File: src/rtl/mac_rx_sched.sv
// Read scheduler for one MAC receive port: arbitrates TTE/BE queues with a bounded
// BE starvation guard, streams accepted frames one byte per cycle, flushes errored frames.
module mac_rx_sched #(
  parameter int MAX_TTE_RUN = 8
) (
  input  logic        clk,
  input  logic        rstn_sys,
  input  logic        ptr_fifo_empty,
  input  logic        tteptr_fifo_empty,
  input  logic [15:0] ptr_fifo_dout,
  input  logic [15:0] tteptr_fifo_dout,
  input  logic [7:0]  data_fifo_dout,
  input  logic [7:0]  tte_fifo_dout,
  output logic        ptr_fifo_rd,
  output logic        tteptr_fifo_rd,
  output logic        data_fifo_rd,
  output logic        tte_fifo_rd,
  input  logic        out_bp,
  output logic        o_valid,
  output logic [7:0]  o_data,
  output logic        o_sof,
  output logic        o_eof,
  output logic        o_tte,
  output logic [12:0] o_len,
  output logic [15:0] cnt_be_frm,
  output logic [15:0] cnt_tte_frm,
  output logic [15:0] cnt_drop
);

  localparam logic [7:0] MAX_RUN = 8'(MAX_TTE_RUN);

  typedef enum logic [2:0] {S_IDLE, S_PTR, S_LATCH, S_DATA, S_TAIL} state_t;

  state_t      r_state;
  logic        r_sel;      // 1 = TTE queue owns the current frame
  logic [7:0]  r_tte_run;
  logic [12:0] r_len;
  logic [12:0] r_rem;
  logic        r_drop;
  logic        r_tail;
  logic        r_v1, r_sof1, r_eof1;

  logic        w_gnt_tte, w_gnt_be, w_ptr_rd, w_dat_rd;
  logic [15:0] w_desc;
  logic [12:0] w_len;
  logic [7:0]  w_byte;
  logic        w_unused_bit;

  // BE wins over pending TTE only once TTE has used up its run budget.
  assign w_gnt_tte = ~tteptr_fifo_empty & ~(~ptr_fifo_empty & (r_tte_run == MAX_RUN));
  assign w_gnt_be  = ~ptr_fifo_empty & ~w_gnt_tte;
  assign w_ptr_rd  = ptr_fifo_rd | tteptr_fifo_rd;
  assign w_dat_rd  = data_fifo_rd | tte_fifo_rd;
  assign w_desc    = r_sel ? tteptr_fifo_dout : ptr_fifo_dout;
  assign w_byte    = r_sel ? tte_fifo_dout : data_fifo_dout;
  assign w_len     = w_desc[12:0];
  assign w_unused_bit = w_desc[13];  // reserved descriptor bit

  function automatic logic [15:0] sat_inc(input logic [15:0] v);
    return (v == 16'hFFFF) ? v : v + 16'd1;
  endfunction

  always_ff @(posedge clk) begin
    if (!rstn_sys) begin
      r_state        <= S_IDLE;
      r_sel          <= 1'b0;
      r_tte_run      <= '0;
      r_len          <= '0;
      r_rem          <= '0;
      r_drop         <= 1'b0;
      r_tail         <= 1'b0;
      r_v1           <= 1'b0;
      r_sof1         <= 1'b0;
      r_eof1         <= 1'b0;
      ptr_fifo_rd    <= 1'b0;
      tteptr_fifo_rd <= 1'b0;
      data_fifo_rd   <= 1'b0;
      tte_fifo_rd    <= 1'b0;
      o_valid        <= 1'b0;
      o_data         <= '0;
      o_sof          <= 1'b0;
      o_eof          <= 1'b0;
      o_tte          <= 1'b0;
      o_len          <= '0;
      cnt_be_frm     <= '0;
      cnt_tte_frm    <= '0;
      cnt_drop       <= '0;
    end else begin
      // NOTE: non-blocking throughout so every register samples pre-edge values.
      // Stage 1 tracks the read issued last cycle; stage 2 registers the FIFO byte.
      r_v1    <= w_dat_rd;
      r_sof1  <= w_dat_rd & (r_rem == r_len);
      r_eof1  <= w_dat_rd & (r_rem == 13'd1);
      o_valid <= r_v1 & ~r_drop;
      o_sof   <= r_sof1 & ~r_drop;
      o_eof   <= r_eof1 & ~r_drop;
      o_data  <= w_byte;
      o_tte   <= r_sel;
      o_len   <= r_len;

      ptr_fifo_rd    <= 1'b0;
      tteptr_fifo_rd <= 1'b0;

      case (r_state)
        S_IDLE: begin
          if (!out_bp && (w_gnt_tte || w_gnt_be)) begin
            r_sel          <= w_gnt_tte;
            ptr_fifo_rd    <= w_gnt_be;
            tteptr_fifo_rd <= w_gnt_tte;
            if (w_gnt_be)
              r_tte_run <= '0;
            else if (!ptr_fifo_empty)
              r_tte_run <= r_tte_run + 8'd1;
            r_state <= S_PTR;
          end
        end
        S_PTR: begin
          // First PTR cycle is the pop itself; the descriptor is readable one cycle later.
          if (!w_ptr_rd) r_state <= S_LATCH;
        end
        S_LATCH: begin
          r_len  <= w_len;
          r_drop <= w_desc[14] | w_desc[15] | (w_len == 13'd0);
          if (w_len == 13'd0) begin
            cnt_drop <= sat_inc(cnt_drop);
            r_state  <= S_IDLE;
          end else begin
            data_fifo_rd <= ~r_sel;
            tte_fifo_rd  <= r_sel;
            r_rem        <= w_len;
            r_state      <= S_DATA;
          end
        end
        S_DATA: begin
          r_rem <= r_rem - 13'd1;
          if (r_rem == 13'd1) begin
            data_fifo_rd <= 1'b0;
            tte_fifo_rd  <= 1'b0;
            r_tail       <= 1'b0;
            r_state      <= S_TAIL;
            if (r_drop)     cnt_drop    <= sat_inc(cnt_drop);
            else if (r_sel) cnt_tte_frm <= sat_inc(cnt_tte_frm);
            else            cnt_be_frm  <= sat_inc(cnt_be_frm);
          end
        end
        S_TAIL: begin
          r_tail <= 1'b1;
          if (r_tail) r_state <= S_IDLE;
        end
        default: r_state <= S_IDLE;
      endcase
    end
  end

endmodule
File: config.mk
export PLATFORM = sky130hd
export DESIGN_NAME = mac_rx_sched
export DESIGN_NICKNAME = d
export VERILOG_FILES = /design/src/rtl/mac_rx_sched.sv
export SDC_FILE = /design/constraint.sdc
export NUM_CORES = 1
export LEC_CHECK = 0
export BUFFER_PORTS_ARGS = -buffer_cell sky130_fd_sc_hd__buf_4
export CORE_ASPECT_RATIO = 1.2
export CORE_MARGIN = 4
export CORE_UTILIZATION = 47
export DETAILED_ROUTE_END_ITERATION = 10
export GPL_ROUTABILITY_DRIVEN = 0
export PLACE_DENSITY = 0.74
export SYNTH_ARGS = -nofsm -noshare
export SYNTH_HDL_FRONTEND = slang
export SYNTH_SLANG_ARGS = --single-unit
File: constraint.sdc
create_clock -name clk -period 2.7 [get_ports clk]
set_input_delay 0.135 -clock clk [delete_from_list [all_inputs] [get_ports clk]]
set_output_delay 0.135 -clock clk [all_outputs]
set_load 0.01 [all_outputs]
* Word level (Yosys, flattened, before mapping)
Cells that the tools add are included.
** Storage, ports and cells
- Input bits :: 53
- Register bits after elaboration :: 120
** Cells by class
- Bitwise gates (word level) :: 20
- Add/subtract/negate cells :: 5
- Eq/ne operators :: 18
- Multiplexer cells :: 23
- Reductions and logical operators :: 17
** Operators with widths (count)
- 2-to-1 mux 16 bit :: 5
- adder 16 x 1 -> 16 bit, second input constant :: 3
- equality test 16 bit, second input constant :: 3
- one-hot mux 16 bit (2 select lines) :: 1
- one-hot mux 13 bit (2 select lines) :: 1
- 2-to-1 mux 8 bit :: 3
- one-hot mux 3 bit (5 select lines) :: 1
- != test 2 bit, second input constant :: 7
- equality test 13 x 1 -> 1 bit, second input constant :: 1
- equality test 13 bit :: 1
- logical NOT 13 bit :: 1
- 2-to-1 mux 13 bit :: 1
- subtractor 13 x 1 -> 13 bit, second input constant :: 1
- 2-to-1 mux 3 bit :: 4
- AND reduction 5 bit :: 2
- AND reduction 3 bit :: 3
- adder 8 x 1 -> 8 bit, second input constant :: 1
- AND 1 bit :: 8
- equality test 8 x 4 -> 1 bit, second input constant :: 1
- NOT 1 bit :: 8
- AND reduction 4 bit :: 2
- equality test 3 x 2 -> 1 bit, second input constant :: 2
- one-hot mux 1 bit (2 select lines) :: 3
- AND reduction 2 bit :: 3
- 11 further kinds :: 17

* Longest topological paths before layout
- Word-level depth :: 10
- Depth in mapped cells :: 10

* Least setup slack after synthesis
OpenSTA, ideal clock, no wires.
- Path type :: register to register
- From :: register r_rem[7]
- To :: register cnt_drop[10]
- Required time :: 2568 ps
- Clock period less this slack :: 2635 ps
- Data arrival time :: 2503 ps
- Library setup time :: 132 ps
- Slack :: 65 ps
- Stages on the path, launching flop included :: 11
- Cells stage by stage :: dfxtp_1 > buf_6 > or4_4 > or4b_1 > buf_6 > o21ai_4 > nand2_2 > buf_2 > clkbuf_1 > o31ai_1 > a21oi_1
** Between the ends
- Word-level cells in the longest chain between the ends :: 3
** Ends and longest elaborated chain
- start, declared :: RTL line 38 : logic [12:0] r_rem;
- start signal, assigned :: RTL line 130 : r_rem <= w_len;
- start signal, assigned :: RTL line 135 : r_rem <= r_rem - 13'd1;
- equality test 13 x 1 -> 1 bit :: RTL line 136 : if (r_rem == 13'd1) begin
- != test 2 bit (no line)
- AND reduction 4 bit (no line)
- end signal, assigned :: RTL line 125 : cnt_drop <= sat_inc(cnt_drop);
- end signal, assigned :: RTL line 141 : if (r_drop) cnt_drop <= sat_inc(cnt_drop);
- end, declared :: RTL line 27 : output logic [15:0] cnt_drop
Every way passes these cells.
A chain may end at the register's enable or synchronous reset.

* Worst setup path in the final report
- From :: register r_rem[7]
- To :: register cnt_tte_frm[5]
** Between the ends
- Word-level cells in the longest chain between the ends :: 2
** Ends and longest elaborated chain
- equality test 13 x 1 -> 1 bit :: RTL line 136
- AND reduction 5 bit (no line)
- end signal, assigned :: RTL line 142 : else if (r_sel) cnt_tte_frm <= sat_inc(cnt_tte_frm);
- end, declared :: RTL line 26 : output logic [15:0] cnt_tte_frm,
Every way passes these cells.

==> impl_metrics.yaml <==
status:
  status: "completed"
floorplanning:
  core_area_sq_mm: 0.01157
  floorplan.io_pins: 130
  die_width_microns: 107.4
  rows: 43
  die-height_microns: 127.3
  design.die.area_sq_mm: 0.01367
  initial_utilization_pct: 48.19
hold_path:
  worst_min_path_class: "primary input to flop"
global_routing:
  largest_net_degree_at_the_start_of_global_routing: 49
  grt_pass1_vias: 5274
  globalRouteTotalUtil_pct: 22.32
  grt_pass1_wl_mm: 24.89
  antenna_found_initial: 0
  grt_overflow: 0
power_and_ir_drop:
  clkPwrFrac_pct: 43.9
  cell_internal_pwr_mw: 4.230
  sw_frac_of_total_pct: 28.46
  seq_power_share_pct: 35.2
  p_per_area_mw_per_mm2: 780.8
  net_switching_power_of_the_design_mw: 1.683
  leakage_nw: 3.129
  p_comb_share_pct: 20.9
  vdd_drop_max_v: 0.0005008
cells_and_area:
  drive_gt1_share_pct: 24.44
  area_growth_syn_to_layout_pct: 35.85
  design.final.nets: 845
  layout.cells.most_common: "buf_4"
  insertedDiodeCount: 0
  layout_common_cells: "buf_4, dfxtp_1, nor2_1, nand2_1, xor2_1"
worst_setup_path:
  worst-path-buf-inv: 2
  cp-start-kind: "flop"
  critPathCaptureType: "flop"
  timing.critical_path.fanout_max: 5
  critical_path.slowest_cell: "or4b_4"
  top_delay_family_on_crit_path: "simple AND/OR/NAND/NOR gates"
  cp_data_required_time_ps: 2960
  worst-setup-path-type: "flop to flop"
  crit_arrival_ps: 2860
  critical_path.cell_chain: "or4_4, or4b_4, buf_4, nor3_1, buf_4, nand4_1, xor2_1, nor2_1"
  critical_path.max_stage_delay_ps: 580
  critPathMostFrequentCell: "buf_4"
timing:
  fin_crit_ps: 2594
  setup_violations: 0
  finalClockSkew_ps: 4.433
  worst_slew_slack_as_a_fraction_of_its_limit_pct: 41.57
  unrepaired_setup_endpoints_after_global_routing: "false"
  max_frequency_mhz: 385.5
  finalWorstSetupSlack_ps: 105.8
  drv_slew: 0
  final-hold-violation-count: 0
  period_share_pct: 96.08
  worstMarginPinSlew_ps: 875.2
  timing.hold.ws_ps: 39.45
  tns_ps: 0
synthesis:
  synth_enable_flop_cells: 0
  ys.flop_type: "dfxtp_1"
  post_synth_fa_ha_maj_area_fraction_pct: 1.571
  synth-compound-area-share_pct: 10.77
  synthXorXnorAreaFrac_pct: 7.856
  synth-seq-cells: 120
  main_combinational_cell_family_by_area_after_synthesis: "simple AND/OR/NAND/NOR gates"
  synth.avg_cell_area_sq_um: 8.682
  synth_top_area_cell: "dfxtp_1"
  mappedNetlistNets: 702
  yosysWarningCount: 0
  ys_seq_area_share_pct: 43.10
  muxShareOfSynthArea_pct: 4.534
  syn_area_sq_mm: 0.005574
  post_synth_inst_count: 642
  proportion_of_register_bits_with_asynchronous_set_or_reset_after_synthesis_pct: 0
  synth_simple_gate_area_share_pct: 28.35
  synthDominantCellAreaShare_pct: 43.10
  ys_types: 57
  synth_top_cells_by_area: "dfxtp_1, xor2_1, nor2_1, mux2i_1, a21oi_1"
routing:
  firstDrtPassIters: 5
  postRouteWirelength_mm: 15.16
  drc: 0
  avgViaCountPerCell: 5.550
  initialDrtViolationCount: 319
  routedWlPerCell_microns: 15.87
  ant_nets: 0
  routed-via-count: 5300
place:
  dp.final_hpwl_mm: 10.44
  dp_slack_ps: -34.03
  io_buffer_count: 127
flow_run:
  cap_viol_max_count: 0
cts:
  cts_tree: "yes"
  cts_htree_levels: 4
  clk_root_buffer_cell: "clkbuf_16"
  number_of_clock_sinks: 120
  cts_inserted_buffers: 17
  worst_setup_hold_path_clk_slew_ps: 50
  max-clock-path-buffers: 2
  worstSkewPairLatency_ps: 410
## area by class of cell
type,instances,area [sq um]
fillers,938,3995
clock inverters,14,245.2
inverters,13,48.80
repair buffers,161,1261
multi-input cells,472,2978
well taps,157,196.4
clock buffers,18,439.2
flip-flops and latches,120,2404
## kinds of logic after synthesis
family / Yosys count
adder cells (fa/ha/maj): 7
AO/OA/AOI/OAI: 93
multiplexers: 25
flip-flops: 120
XOR/XNOR: 50
AND/OR/NAND/NOR: 297
buffers and inverters: 50
## worst min-delay path, delay by kind of cell
family / cells / cell delay (ps)
and+or+nand+nor: 1 / 40
AOI/OAI and AO/OA: 1 / 80
buffers and inverters: 2 / 150
## registers in the layout (all words and copies together) (netlist names), 8 cells and up
name	flops
r_len	13
r_tte_run	8
cnt_be_frm	16
r_rem	13
o_len	13
cnt_tte_frm	16
cnt_drop	16
o_data	8
## what timing repair did
item                                   4_1_cts  5_1_grt
gates resized for setup                      2        1
endpoints found under the hold margin        8        0
buffers inserted                             1        0
pin swaps                                    0        1
hold buffers                                16        0
setup endpoints to repair                   12        2
## synth_stat cells, types with 2 or more instances
| master | instances |
|---|---|
| or3_1 | 5 |
| nor3_1 | 14 |
| nand3_1 | 33 |
| inv_1 | 12 |
| o211ai_1 | 3 |
| nor4b_1 | 2 |
| o21a_1 | 2 |
| o211a_1 | 3 |
| ha_1 | 7 |
| nor3_2 | 3 |
| nand3b_1 | 2 |
| a211oi_1 | 5 |
| a31oi_1 | 3 |
| or4_1 | 11 |
| mux2_2 | 2 |
| nor2_1 | 86 |
| and3_1 | 14 |
| xnor2_1 | 10 |
| a21oi_1 | 38 |
| o31ai_1 | 14 |
| o21ai_0 | 9 |
| nand2_1 | 43 |
| buf_6 | 3 |
| dfxtp_1 | 120 |
| o31a_1 | 3 |
| buf_1 | 5 |
| nor4_1 | 12 |
| mux2i_1 | 23 |
| o22ai_1 | 3 |
| and4_1 | 5 |
| nand4_1 | 25 |
| o2111ai_1 | 2 |
| xor2_1 | 40 |
| nand2b_1 | 4 |
| and2_1 | 26 |
| nor2b_1 | 2 |
| clkbuf_1 | 27 |
| buf_2 | 2 |
## final timing paths
| check | from | endpoint | slack, ps | depth (start not counted) |
|---|---|---|---|---|
| setup / recovery | r_rem[7]$_SDFFE_PN0P_ | cnt_tte_frm[5]$_SDFFE_PN0P_ | 110 | 8 |
| hold / removal | tteptr_fifo_empty | tteptr_fifo_rd$_SDFF_PN0_ | 40 | 4 |
| setup reg to reg | r_rem[7]$_SDFFE_PN0P_ | cnt_tte_frm[5]$_SDFFE_PN0P_ | 110 | 8 |
| hold reg to reg | r_sof1$_SDFF_PN0_ | o_sof$_SDFF_PN0_ | 420 | 1 |
## stage by stage
stage	std cells	utilization (%)	cell area, sq um	power, mW
floorplan	642	-	5574	2.902
global placement	906	57.98	6706	3.243
detailed placement	906	57.98	6706	3.284
CTS	955	65.42	7567	5.923
global route	955	65.46	7572	6.179
finish	955	65.46	7572	5.912
## per-layer routing
layer / up-vias / part of all wire, % / wire length (microns) / global-route usage [%]
met5: - / 0 / 0 / 0
met4: 0 / 1.7 / 261 / 8.172
met3: 24 / 7.6 / 1159 / 7.074
met2: 187 / 50 / 7543 / 37.94
met1: 2516 / 41 / 6193 / 26.37
li1: 2573 / - / - / -
## power by group through the flow
stage / registers (mW) / clock network, mW / logic (mW)
after floorplan: 2.07 / 0 / 0.832
after global placement: 2.11 / 0 / 1.14
after detailed placement: 2.11 / 0 / 1.17
after CTS: 2.08 / 2.62 / 1.22
after global routing: 2.10 / 2.71 / 1.37
final: 2.08 / 2.59 / 1.24
Power figures use the tool's default switching activity.
